--- config.mk ---
export PLATFORM = sky130hd
export DESIGN_NAME = class_collector
export DESIGN_NICKNAME = d
export VERILOG_FILES = /design/src/rtl/class_collector_pkg.sv /design/src/rtl/result_fifo.sv /design/src/rtl/class_collector.sv
export SDC_FILE = /design/constraint.sdc
export NUM_CORES = 1
export LEC_CHECK = 0
export ABC_AREA = 1
export CAP_MARGIN = 20
export CORE_ASPECT_RATIO = 1.1
export CORE_MARGIN = 2
export CORE_UTILIZATION = 55
export DETAILED_ROUTE_END_ITERATION = 8
export GPL_TIMING_DRIVEN = 0
export PLACE_DENSITY = 0.83
export SLEW_MARGIN = 20
export SYNTH_ARGS = -nofsm -noshare
export SYNTH_HDL_FRONTEND = slang
export SYNTH_SLANG_ARGS = --single-unit
export TNS_END_PERCENT = 30
--- constraint.sdc ---
create_clock -name clk -period 6.86 [get_ports clk]
set_input_delay 1.372 -clock clk [delete_from_list [all_inputs] [get_ports clk]]
set_output_delay 1.372 -clock clk [all_outputs]
set_load 0.02 [all_outputs]
--- src/rtl/class_collector_pkg.sv ---
// Shared types and helpers for the classifier output path.
// Used by the compute unit and by class_collector.
package class_collector_pkg;

  localparam int CC_NUM_CLASSES = 10;
  localparam int CC_IDX_W = $clog2(CC_NUM_CLASSES);
  localparam int CC_MAX_CLASSES = 64;

  typedef struct packed {
    logic [CC_NUM_CLASSES-1:0] vec;
    logic [CC_IDX_W-1:0]       idx;
    logic                      none;
    logic                      multi;
  } rec_t;

  // Scans from the top down so the lowest set bit wins.
  function automatic logic [5:0] lowest_set(
    input logic [CC_MAX_CLASSES-1:0] v
  );
    logic [5:0] r;
    r = '0;
    for (int i = CC_MAX_CLASSES-1; i >= 0; i--)
      if (v[i]) r = 6'(i);
    return r;
  endfunction

  function automatic logic multi_set(
    input logic [CC_MAX_CLASSES-1:0] v
  );
    int n;
    n = 0;
    for (int i = 0; i < CC_MAX_CLASSES; i++)
      n += int'(v[i]);
    return n >= 2;
  endfunction

endpackage

--- src/rtl/result_fifo.sv ---
// Circular record buffer with a registered head entry.
// Caller never pushes when full unless it also pops.
module result_fifo #(
  parameter int  DEPTH = 4,
  parameter type rec_t = logic
) (
  input  logic clk,
  input  logic rst,
  input  logic push,
  input  logic pop,
  input  rec_t din,
  output rec_t head,
  output logic empty,
  output logic full
);

  localparam int PW = $clog2(DEPTH);

  rec_t          mem [DEPTH];
  logic [PW-1:0] wr_ptr;
  logic [PW-1:0] rd_ptr;
  logic [PW:0]   count;

  always_ff @(posedge clk) begin
    if (push) mem[wr_ptr] <= din;
  end

  always_ff @(posedge clk) begin
    if (rst) begin
      wr_ptr <= '0;
      rd_ptr <= '0;
      count  <= '0;
    end else begin
      if (push) wr_ptr <= wr_ptr + 1'b1;
      if (pop)  rd_ptr <= rd_ptr + 1'b1;
      unique case ({push, pop})
        2'b10:   count <= count + 1'b1;
        2'b01:   count <= count - 1'b1;
        default: ;
      endcase
    end
  end

  assign head  = mem[rd_ptr];
  assign empty = (count == '0);
  assign full  = (count == (PW+1)'(DEPTH));

endmodule

--- src/rtl/class_collector.sv ---
// Gathers per-neuron class bits into records and queues them
// for a downstream consumer.
module class_collector
  import class_collector_pkg::*;
#(
  parameter int NUM_CLASSES = CC_NUM_CLASSES,
  parameter int FIFO_DEPTH  = 4
) (
  input  logic                           clk,
  input  logic                           rst,
  input  logic                           img_start,
  input  logic                           bit_valid,
  input  logic                           bin_class,
  output logic                           res_valid,
  input  logic                           res_ready,
  output logic [NUM_CLASSES-1:0]         res_vec,
  output logic [$clog2(NUM_CLASSES)-1:0] res_idx,
  output logic                           res_none,
  output logic                           res_multi,
  output logic                           busy,
  output logic                           overflow,
  output logic [15:0]                    img_count
);

  localparam int IDX_W = $clog2(NUM_CLASSES);
  localparam logic [IDX_W-1:0] LAST_IDX = IDX_W'(NUM_CLASSES-1);

  typedef struct packed {
    logic [NUM_CLASSES-1:0] vec;
    logic [IDX_W-1:0]       idx;
    logic                   none;
    logic                   multi;
  } rec_n_t;

  typedef enum logic {IDLE, COLLECT} state_t;

  state_t                    state, state_n;
  logic [NUM_CLASSES-1:0]    vec, vec_n, cur_vec;
  logic [IDX_W-1:0]          bit_cnt, bit_cnt_n, cnt_base;
  logic [CC_MAX_CLASSES-1:0] ext;
  logic                      last, push, pop, push_ok;
  logic                      empty, full;
  rec_n_t                    rec, head;

  // img_start wipes the partial image before the current bit lands.
  always_comb begin
    cur_vec  = img_start ? '0 : vec;
    cnt_base = img_start ? '0 : bit_cnt;
    if (bit_valid) cur_vec[cnt_base] = bin_class;
    last      = bit_valid && (cnt_base == LAST_IDX);
    state_n   = state;
    vec_n     = vec;
    bit_cnt_n = bit_cnt;
    if (last) begin
      state_n   = IDLE;
      vec_n     = '0;
      bit_cnt_n = '0;
    end else if (bit_valid) begin
      state_n   = COLLECT;
      vec_n     = cur_vec;
      bit_cnt_n = cnt_base + 1'b1;
    end else if (img_start) begin
      state_n   = IDLE;
      vec_n     = '0;
      bit_cnt_n = '0;
    end
  end

  always_comb begin
    ext       = CC_MAX_CLASSES'(cur_vec);
    rec.vec   = cur_vec;
    rec.idx   = IDX_W'(lowest_set(ext));
    rec.none  = ~|cur_vec;
    rec.multi = multi_set(ext);
  end

  assign push    = last;
  assign pop     = ~empty & res_ready;
  assign push_ok = push & (~full | pop);

  always_ff @(posedge clk) begin
    if (rst) begin
      state     <= IDLE;
      vec       <= '0;
      bit_cnt   <= '0;
      overflow  <= 1'b0;
      img_count <= '0;
    end else begin
      state   <= state_n;
      vec     <= vec_n;
      bit_cnt <= bit_cnt_n;
      if (push & ~push_ok) overflow <= 1'b1;
      if (push_ok) img_count <= img_count + 16'd1;
    end
  end

  result_fifo #(
    .DEPTH (FIFO_DEPTH),
    .rec_t (rec_n_t)
  ) u_fifo (
    .clk   (clk),
    .rst   (rst),
    .push  (push_ok),
    .pop   (pop),
    .din   (rec),
    .head  (head),
    .empty (empty),
    .full  (full)
  );

  assign res_valid = ~empty;
  assign res_vec   = empty ? '0 : head.vec;
  assign res_idx   = empty ? '0 : head.idx;
  assign res_none  = ~empty & head.none;
  assign res_multi = ~empty & head.multi;
  assign busy      = (state == COLLECT);

endmodule

==> out/qor.yml <==
outcome: "completed"
root_buffer: "clkbuf_8"
numPortBuffers: 37
met2WireLength_mm: 4.930
rsz0062_at_grt: "no"
place_area_mm2: 0.005359
grt_first_pass_wirelength_mm: 15.94
clock_latency_ps: 360
area_growth_pct: 15.06
required_ps: 6960
route.met3.wl_um: 484
coreArea_mm2: 0.008452
final_nets: 581
drv_slew: 0
worstReg2RegStart: "bit_cnt[2]$_SDFF_PP0_"
slowest_stage: "clkdlybuf4s50_1"
post-route-util_pct: 65.73
ctsResizeCount: 0
grt_start_max_net_pins: 19
async_flop_share_pct: 0
endpoint_kind: "flop"
worstMarginPinSlew_ps: 927.0
postCtsSetupBuffers: 0
powerDensity_mw_per_mm2: 194.4
synth_seq_area_share_pct: 56.80
ys_types: 41
io_pins: 41
crit_chain: "clkdlybuf4s50_1 > inv_4 > nand2_4 > inv_2 > nor2_2 > nand3_1 > nand2_1 > o21a_1 > inv_1 > fa_1 > fa_1 > fa_1 > inv_1 > ha_1 > fa_1 > a211o_1"
hold-path-endpoint: "vec[9]$_SDFF_PP0_"
cap_viol_max_count: 0
p_sw_uw: 231.3
start_kind: "primary input"
netlist_area_mm2: 0.004828
routed.top_layer: "met4"
gp_congestion: 0.8298
skew_ps: 11.12
wl_per_cell_um: 14.27
p_int_uw: 848.9
first_pass_iters: 5
clockBufferDepth: 2
track_usage_pct: 21.54
antenna_found_initial: 0
diodes: 0
power.share.clock_pct: 35.2
cpPeakStageDelay_ps: 620
ys.flop_type: "edfxtp_1"
period_needed_ps: 5391
crit_arrival_ps: 5490
fillerInstances: 638
row_count: 35
tns_ps: 0
cp_max_fo: 7
reg2reg_slack_ps: 2760
yosysTopAreaCell: "edfxtp_1"
pwr-share-seq_pct: 61.7
synthTopCellsByArea: "edfxtp_1, dfxtp_1, nor2_1, nand2_1, o21ai_0"
routed_wl_mm: 9.634
htreeDepth: 3
numClockSinks: 105
hold_slack_ps: 452.3
syn_avg_cell_area_um2: 9.467
drtIter0Drc: 221
layout_commonest_cell: "nor2_1"
overflow: 0
vias: 3558
vias_per_cell: 5.271
wl_met1_mm: 4.052
worst-r2r-cell-count: 14
pwr-share-comb_pct: 3.1
p_total_mw: 1.080
yosys_warnings: 0
cts_made_buffers: 9
ir_worst_vdd_v: 0.00009538
synth_top_cell_area_share_pct: 39.80
worstHoldPathType: "reg -> reg"
max_clock_freq_mhz: 185.5
start_util_pct: 57.13
leakagePower_nw: 2.034
syn_nets: 532
drive_gt1_share_pct: 9.929
hpwl_mm: 6.733
remaining_drc_errors: 0
path_clk_slew_ps: 100
die_w_um: 93.34
synth-edff-count: 64
worstHoldStart: "vec[9]$_SDFF_PP0_"
sw_frac_of_total_pct: 21.41
grt_pass1_vias: 3547
detail-route-antenna-nets: 0
ys_seq_elements: 105
timing.final.hold_violations: 0
worstSetupPathType: "in -> reg"
slew_headroom_pct: 38.13
cts_tree: "yes"
die_area_mm2: 0.009545
hold_buffers: 0
final_cell_mix: "nor2_1, nand2_1, edfxtp_1, o21ai_0, inv_1"
r2r-end: "u_fifo.mem[3][0]$_DFFE_PP_"
setup_violations: 0
finalInstanceArea_mm2: 0.005555
fp.dieH_um: 102.3
min_path_cells: 2
critPathMostFrequentCell: "fa_1"
period_share_pct: 78.58
synthCells: 510
[metrics by stage]
step           worst slack, ps  cells
2_1_floorplan             2086    510
3_3_place_gp              1174    658
3_5_place_dp              1155    659
4_1_cts                   1532    675
5_1_grt                   1329    675
6_report                  1469    675
[how the worst max path moves through the flow]
stage                                            end      start
after floorplan           u_fifo.mem[0][0]$_DFFE_PP_  bit_valid
after global placement    u_fifo.mem[0][0]$_DFFE_PP_  img_start
after detailed placement  u_fifo.mem[1][0]$_DFFE_PP_  img_start
after CTS                 u_fifo.mem[2][0]$_DFFE_PP_  img_start
after global routing      u_fifo.mem[0][0]$_DFFE_PP_  img_start
final                     u_fifo.mem[3][0]$_DFFE_PP_  img_start
[worst max-delay path: cells and delay by family]
kind	cells	cell delay, ps
compound gates	2	580
simple gates	4	450
fa+ha+maj	5	2160
buf+inv	5	930
[cells in the mapped netlist, types with 4 or more instances]
cell type,number
o21ai_2,4
o21ai_0,45
fa_1,7
nand3_1,11
nor2_1,105
o21a_1,7
a21oi_1,39
ha_1,9
nor3_1,7
nand2_2,4
inv_2,5
clkbuf_1,14
nor2_2,6
edfxtp_1,64
nand2_1,64
inv_1,44
dfxtp_1,41
[registers in the layout, summed over array words and instances, names as in the netlist, named ones only]
name,count
u_fifo.mem,64
img_count,16
vec,10
bit_cnt,4
u_fifo.count,3
u_fifo.rd_ptr,2
u_fifo.wr_ptr,2
busy,1
overflow,1
[power by group through the flow]
stage               Sequential, mW  Clock (mW)  Combinational [mW]
global route                 0.667       0.412              0.0371
CTS                          0.667       0.384              0.0329
finish                       0.667       0.380              0.0331
global placement             0.681           0              0.0318
floorplan                    0.682           0              0.0229
detailed placement           0.681           0              0.0328
[cell type report]
cell class              count  area, um2  share of cell area (%)
inverters                  52      198.9                   3.581
clock inverters             5      65.06                   1.171
clock buffers              11      131.4                   2.365
plain buffers              18      80.08                   1.441
multi-input cells         335       1817                   32.70
well taps                 111      138.9                   2.500
repair buffers             38      381.6                   6.869
flip-flops and latches    105       2743                   49.37
[cell families (layout without fill, tap and decap cells)]
logic type / after synthesis / in the layout / share of synthesized area, %
AOI/OAI and AO/OA: 102 / 102 / 11.53
buffers and inverters: 70 / 124 / 5.779
DFF: 105 / 105 / 56.80
and+or+nand+nor: 215 / 215 / 20.29
adders and majority gates: 16 / 16 / 5.234
xor gates and xnor gates: 2 / 2 / 0.3629
[per-layer routing]
metal	up-vias	GRT usage, %
li1	1788	-
met1	1657	25.17
met2	96	38.46
met3	17	4.056
met4	0	10.07
met5	-	0
(Power assumes the default switching activity.)
